<file path="src/rtl/tff_pkg.sv">
// Shared mode encodings for the T flip-flop counter bank.
package tff_pkg;

    localparam logic [1:0] MODE_HOLD   = 2'b00;
    localparam logic [1:0] MODE_TOGGLE = 2'b01;
    localparam logic [1:0] MODE_UP     = 2'b10;
    localparam logic [1:0] MODE_DOWN   = 2'b11;

endpackage

</file>
<file path="src/rtl/tff_cell.sv">
// Single T flip-flop with synchronous reset and parallel load; rst beats ld beats toggle.
module tff_cell (
    input  logic clk,
    input  logic rst,
    input  logic rst_val,
    input  logic ld,
    input  logic ld_val,
    input  logic t,
    output logic q
);

    always_ff @(posedge clk) begin
        if (rst) begin
            q <= rst_val;
        end else if (ld) begin
            q <= ld_val;
        end else begin
            q <= q ^ t;
        end
    end

endmodule

</file>
<file path="src/rtl/tff_counter.sv">
// Bank of WIDTH T flip-flops acting as a masked toggle register or an up/down counter.
// No handshake: inputs are sampled on every rising edge and q/tc reflect them one edge later.
module tff_counter
    import tff_pkg::*;
#(
    parameter int               WIDTH     = 4,
    parameter logic [WIDTH-1:0] RESET_VAL = '0
) (
    input  logic             clk,
    input  logic             rst,
    input  logic             en,
    input  logic [1:0]       mode,
    input  logic [WIDTH-1:0] tmask,
    input  logic             load,
    input  logic [WIDTH-1:0] load_val,
    output logic [WIDTH-1:0] q,
    output logic [WIDTH-1:0] q_bar,
    output logic             tc
);

    logic [WIDTH-1:0] t;
    logic             chain;
    logic             wrap;

    // Ripple chain: bit i toggles when all lower bits are ones (UP) or zeros (DOWN).
    always_comb begin
        t     = '0;
        chain = 1'b1;
        if (en) begin
            case (mode)
                MODE_TOGGLE: t = tmask;
                MODE_UP: begin
                    for (int i = 0; i < WIDTH; i++) begin
                        t[i]  = chain;
                        chain = chain & q[i];
                    end
                end
                MODE_DOWN: begin
                    for (int i = 0; i < WIDTH; i++) begin
                        t[i]  = chain;
                        chain = chain & ~q[i];
                    end
                end
                default: t = '0;
            endcase
        end
    end

    always_comb begin
        wrap = 1'b0;
        if (en) begin
            if (mode == MODE_UP) begin
                wrap = &q;
            end else if (mode == MODE_DOWN) begin
                wrap = ~|q;
            end
        end
    end

    for (genvar i = 0; i < WIDTH; i++) begin : g_cell
        tff_cell u_cell (
            .clk    (clk),
            .rst    (rst),
            .rst_val(RESET_VAL[i]),
            .ld     (load),
            .ld_val (load_val[i]),
            .t      (t[i]),
            .q      (q[i])
        );
    end

    always_ff @(posedge clk) begin
        if (rst || load) begin
            tc <= 1'b0;
        end else begin
            tc <= wrap;
        end
    end

    assign q_bar = ~q;

endmodule

</file>
<file path="config.mk">
export PLATFORM = sky130hd
export DESIGN_NAME = tff_counter
export DESIGN_NICKNAME = d
export VERILOG_FILES = /design/src/rtl/tff_pkg.sv /design/src/rtl/tff_cell.sv /design/src/rtl/tff_counter.sv
export SDC_FILE = /design/constraint.sdc
export NUM_CORES = 1
export LEC_CHECK = 0
export CORE_AREA = 2 2 39 41
export DETAILED_ROUTE_END_ITERATION = 16
export DIE_AREA = 0 0 41 43
export PLACE_DENSITY_LB_ADDON = 0.2
export SLEW_MARGIN = 20
export SYNTH_ARGS = -nofsm -noshare
export SYNTH_HDL_FRONTEND = slang
export SYNTH_SLANG_ARGS = --single-unit
</file>
<file path="constraint.sdc">
create_clock -name clk -period 1.5 [get_ports clk]
set_input_delay 0.3 -clock clk [delete_from_list [all_inputs] [get_ports clk]]
set_output_delay 0.3 -clock clk [all_outputs]
set_load 0.005 [all_outputs]
</file>
==> results.sh <==
export IMPL_critical_path_top_delay_family="buffers and inverters"
export IMPL_skew_ps=4.885
export IMPL_boundaryPins=23
export IMPL_synth_largest_area_cell="dfxtp_1"
export IMPL_gr_total_overflow=0
export IMPL_cts_root_buf="clkbuf_4"
export IMPL_cp_data_required_time_ps=1200
export IMPL_starting_utilization_of_the_core_area_pct=31.19
export IMPL_fmax_mhz=690.0
export IMPL_antenna_found_initial=0
export IMPL_period_share_pct=96.62
export IMPL_placed_cells_incl_taps=93
export IMPL_critical_path_startpoint_type="flop"
export IMPL_rsz0062_at_grt="no"
export IMPL_maximum_resistive_drop_on_vdd_mv=0.3842
export IMPL_num_rows=14
export IMPL_drt_wirelength_per_cell_um=9.622
export IMPL_clk_latency_ps=250
export IMPL_nNetsFinal=97
export IMPL_setup_slack_ps=50.71
export IMPL_synth_area_um2=431.7
export IMPL_total_leakage_power_nw=0.3017
export IMPL_dp_hpwl_um=782.1
export IMPL_num_vias=455
export IMPL_layout_common_cells="clkdlybuf4s50_1 (20), buf_4 (9), nor2_1 (6)"
export IMPL_gpl_final_weighted_congestion=0.7090
export IMPL_core_area_mm2=0.001384
export IMPL_path_clk_slew_ps=50
export IMPL_hold_class="flop to flop"
export IMPL_antenna_cells_inserted=0
export IMPL_power_switching_mw=0.1333
export IMPL_synth_cells=53
export IMPL_max_incr_delay_on_cp_ps=510
export IMPL_clockBufferDepth=2
export IMPL_comb_power_share_pct=33.7
export IMPL_most_frequent_standard_cell_in_the_layout_excluding_fill_and_tap_cells="clkdlybuf4s50_1"
export IMPL_tritoncts_num_buffers=3
export IMPL_timing_critical_path_cells="clkdlybuf4s50_1"
export IMPL_global_route_wire_length_before_repair_um=1559
export IMPL_final_instance_count_excl_fill=98
export IMPL_crit_arrival_ps=1150
export IMPL_grt_pass1_vias=403
export IMPL_cts_sink_count=5
export IMPL_critical_path_n_buffers_inverters=1
export IMPL_drt_first_pass_iters=1
export IMPL_maximum_number_of_pins_on_one_net_before_global_route_repair=9
export IMPL_layout_min_cycle_time_ps=1449
export IMPL_drtAntennaViolNets=0
export IMPL_worst_slack_after_detailed_placement_ps=-249.6
export IMPL_yosys_cell_types_count=26
export IMPL_power_frac_seq_pct=32.5
export IMPL_run_status="finished clean"
export IMPL_internal_power_mw=0.3552
export IMPL_yosysWarnings=0
export IMPL_critical_path_class="flop to output port"
export IMPL_ys_ff_latch=5
export IMPL_total_setup_violations_reported_at_the_end_of_the_flow=0
export IMPL_worst_path_max_fanout=7
export IMPL_ys_seq_area_share_pct=23.19
export IMPL_synth_net_count=67
export IMPL_drv_cap=0
export IMPL_cts_hold_buffers_added=0
export IMPL_clock_tree_htree_level_count=1
export IMPL_die_width_um=41
export IMPL_num_fill_cells=142
export IMPL_critical_path_endpoint_type="output port"
export IMPL_die_area_mm2=0.001763
export IMPL_io_buffer_count=22
export IMPL_rel_slew_slack_pct=86.43
export IMPL_power_share_switching_pct=27.29
export IMPL_slew_viol_final=0
export IMPL_yosys_top_cells_area="dfxtp_1 (23%), buf_4 (8.7%), xnor2_1 (8.1%), nor2_1 (5.2%), mux2i_1 (4.6%)"
export IMPL_power_clock_fraction_pct=33.8
export IMPL_powerDensity_mw_per_mm2=669.6
export IMPL_layout_area_overhead_vs_synth_pct=68.99
export IMPL_starting_drt_drc_count=0
export IMPL_final_cell_area_um2=729.5
export IMPL_routed_wl_um=943
export IMPL_post_route_cells_drive_above_1_share_pct=25.61
export IMPL_avgViaCountPerCell=4.643
export IMPL_post_synth_cell_area_avg_um2=8.145
export IMPL_cts_tree="done"
export IMPL_regToRegSetupSlack_ps=150
export IMPL_route_detailed_drc=0
export IMPL_hold_violations=0
export IMPL_top_area_cell_type_share_of_the_netlist_area_pct=23.19
export IMPL_cp_slowest_cell="clkdlybuf4s50_1"
export IMPL_die_height_um=43
export IMPL_post_dp_cell_area_um2=683.2
export IMPL_gr_usage_all_layers_pct=13.74
export IMPL_worstMarginPinSlew_ps=202.3
## Yosys cell counts
library cell / n
buf_6: 1
nor4_2: 1
nor3_1: 1
nor2b_1: 1
xnor2_1: 4
o31ai_2: 1
nand2_1: 5
o21ai_0: 1
and4bb_1: 1
o22a_1: 1
and4b_1: 1
o21ai_1: 1
nor2_1: 6
or4_1: 1
and3b_1: 1
o21ai_2: 1
a21oi_1: 2
buf_4: 5
a211oi_1: 2
or4b_4: 1
a211oi_2: 1
dfxtp_1: 5
inv_1: 5
mux2i_1: 2
nand4b_1: 1
nand3_1: 1
## final timing paths
kind,to,cells after the start,start
setup reg to reg,g_cell[3].u_cell.q,4,g_cell[0].u_cell.q
setup / recovery,q[1],1,g_cell[1].u_cell.q
hold / removal,g_cell[3].u_cell.q,2,g_cell[3].u_cell.q
hold reg to reg,g_cell[3].u_cell.q,2,g_cell[3].u_cell.q
## layer usage
layer  GRT usage [%]  vias up  share of wire, %
met4           6.000        0               1.8
met1           14.74      196                42
met5               0        -                 0
li1                -      240                 -
met2           20.00       16                48
met3           9.424        3               8.2
## sequential cells by signal, indices dropped and copies added (netlist names)
name	cells
tc	1
g_cell.u_cell.q	4
## cells by family (layout without fill, tap and decap cells)
group	after synthesis	count (layout)	synth area share [%]
DFF	5	5	23.19
muxes	2	2	4.638
buffers and inverters	11	40	15.65
xor gates and xnor gates	4	4	8.115
AOI/OAI and AO/OA	10	10	17.97
and+or+nand+nor	21	21	30.43
## per-stage QoR
step | TNS [ps] | util [%] | hold WS, ps | total power [mW]
final | 0 | 52.71 | 583.7 | 0.4884
after global routing | 0 | 52.71 | 632.3 | 0.5245
after CTS | 0 | 51.72 | 592.1 | 0.4975
after detailed placement | -923.9 | 49.37 | 631.3 | 0.3246
after global placement | -877.9 | 49.37 | 621.3 | 0.3242
after floorplan | 0 | - | 364.6 | 0.2413
## layout make-up
class	instances	area, µm²	area share (%)
inverter	5	18.77	2.573
tap	16	20.02	2.744
timing repair buffer	31	292.8	40.14
clock buffer	4	26.28	3.602
sequential	5	107.6	14.75
multi-input combinational	37	264.0	36.19
## power groups by stage
stage,combinational (mW),sequential (mW),clock [mW]
CTS,0.164,0.160,0.173
finish,0.164,0.159,0.165
global placement,0.162,0.162,0
global route,0.180,0.161,0.183
floorplan,0.0869,0.154,0
detailed placement,0.163,0.162,0
## repair_timing
item / CTS / global route
setup buffers: 0 / 1
resized for setup: 4 / 3
endpoints found under the setup margin: 6 / 6
(Power assumes the default switching activity.)
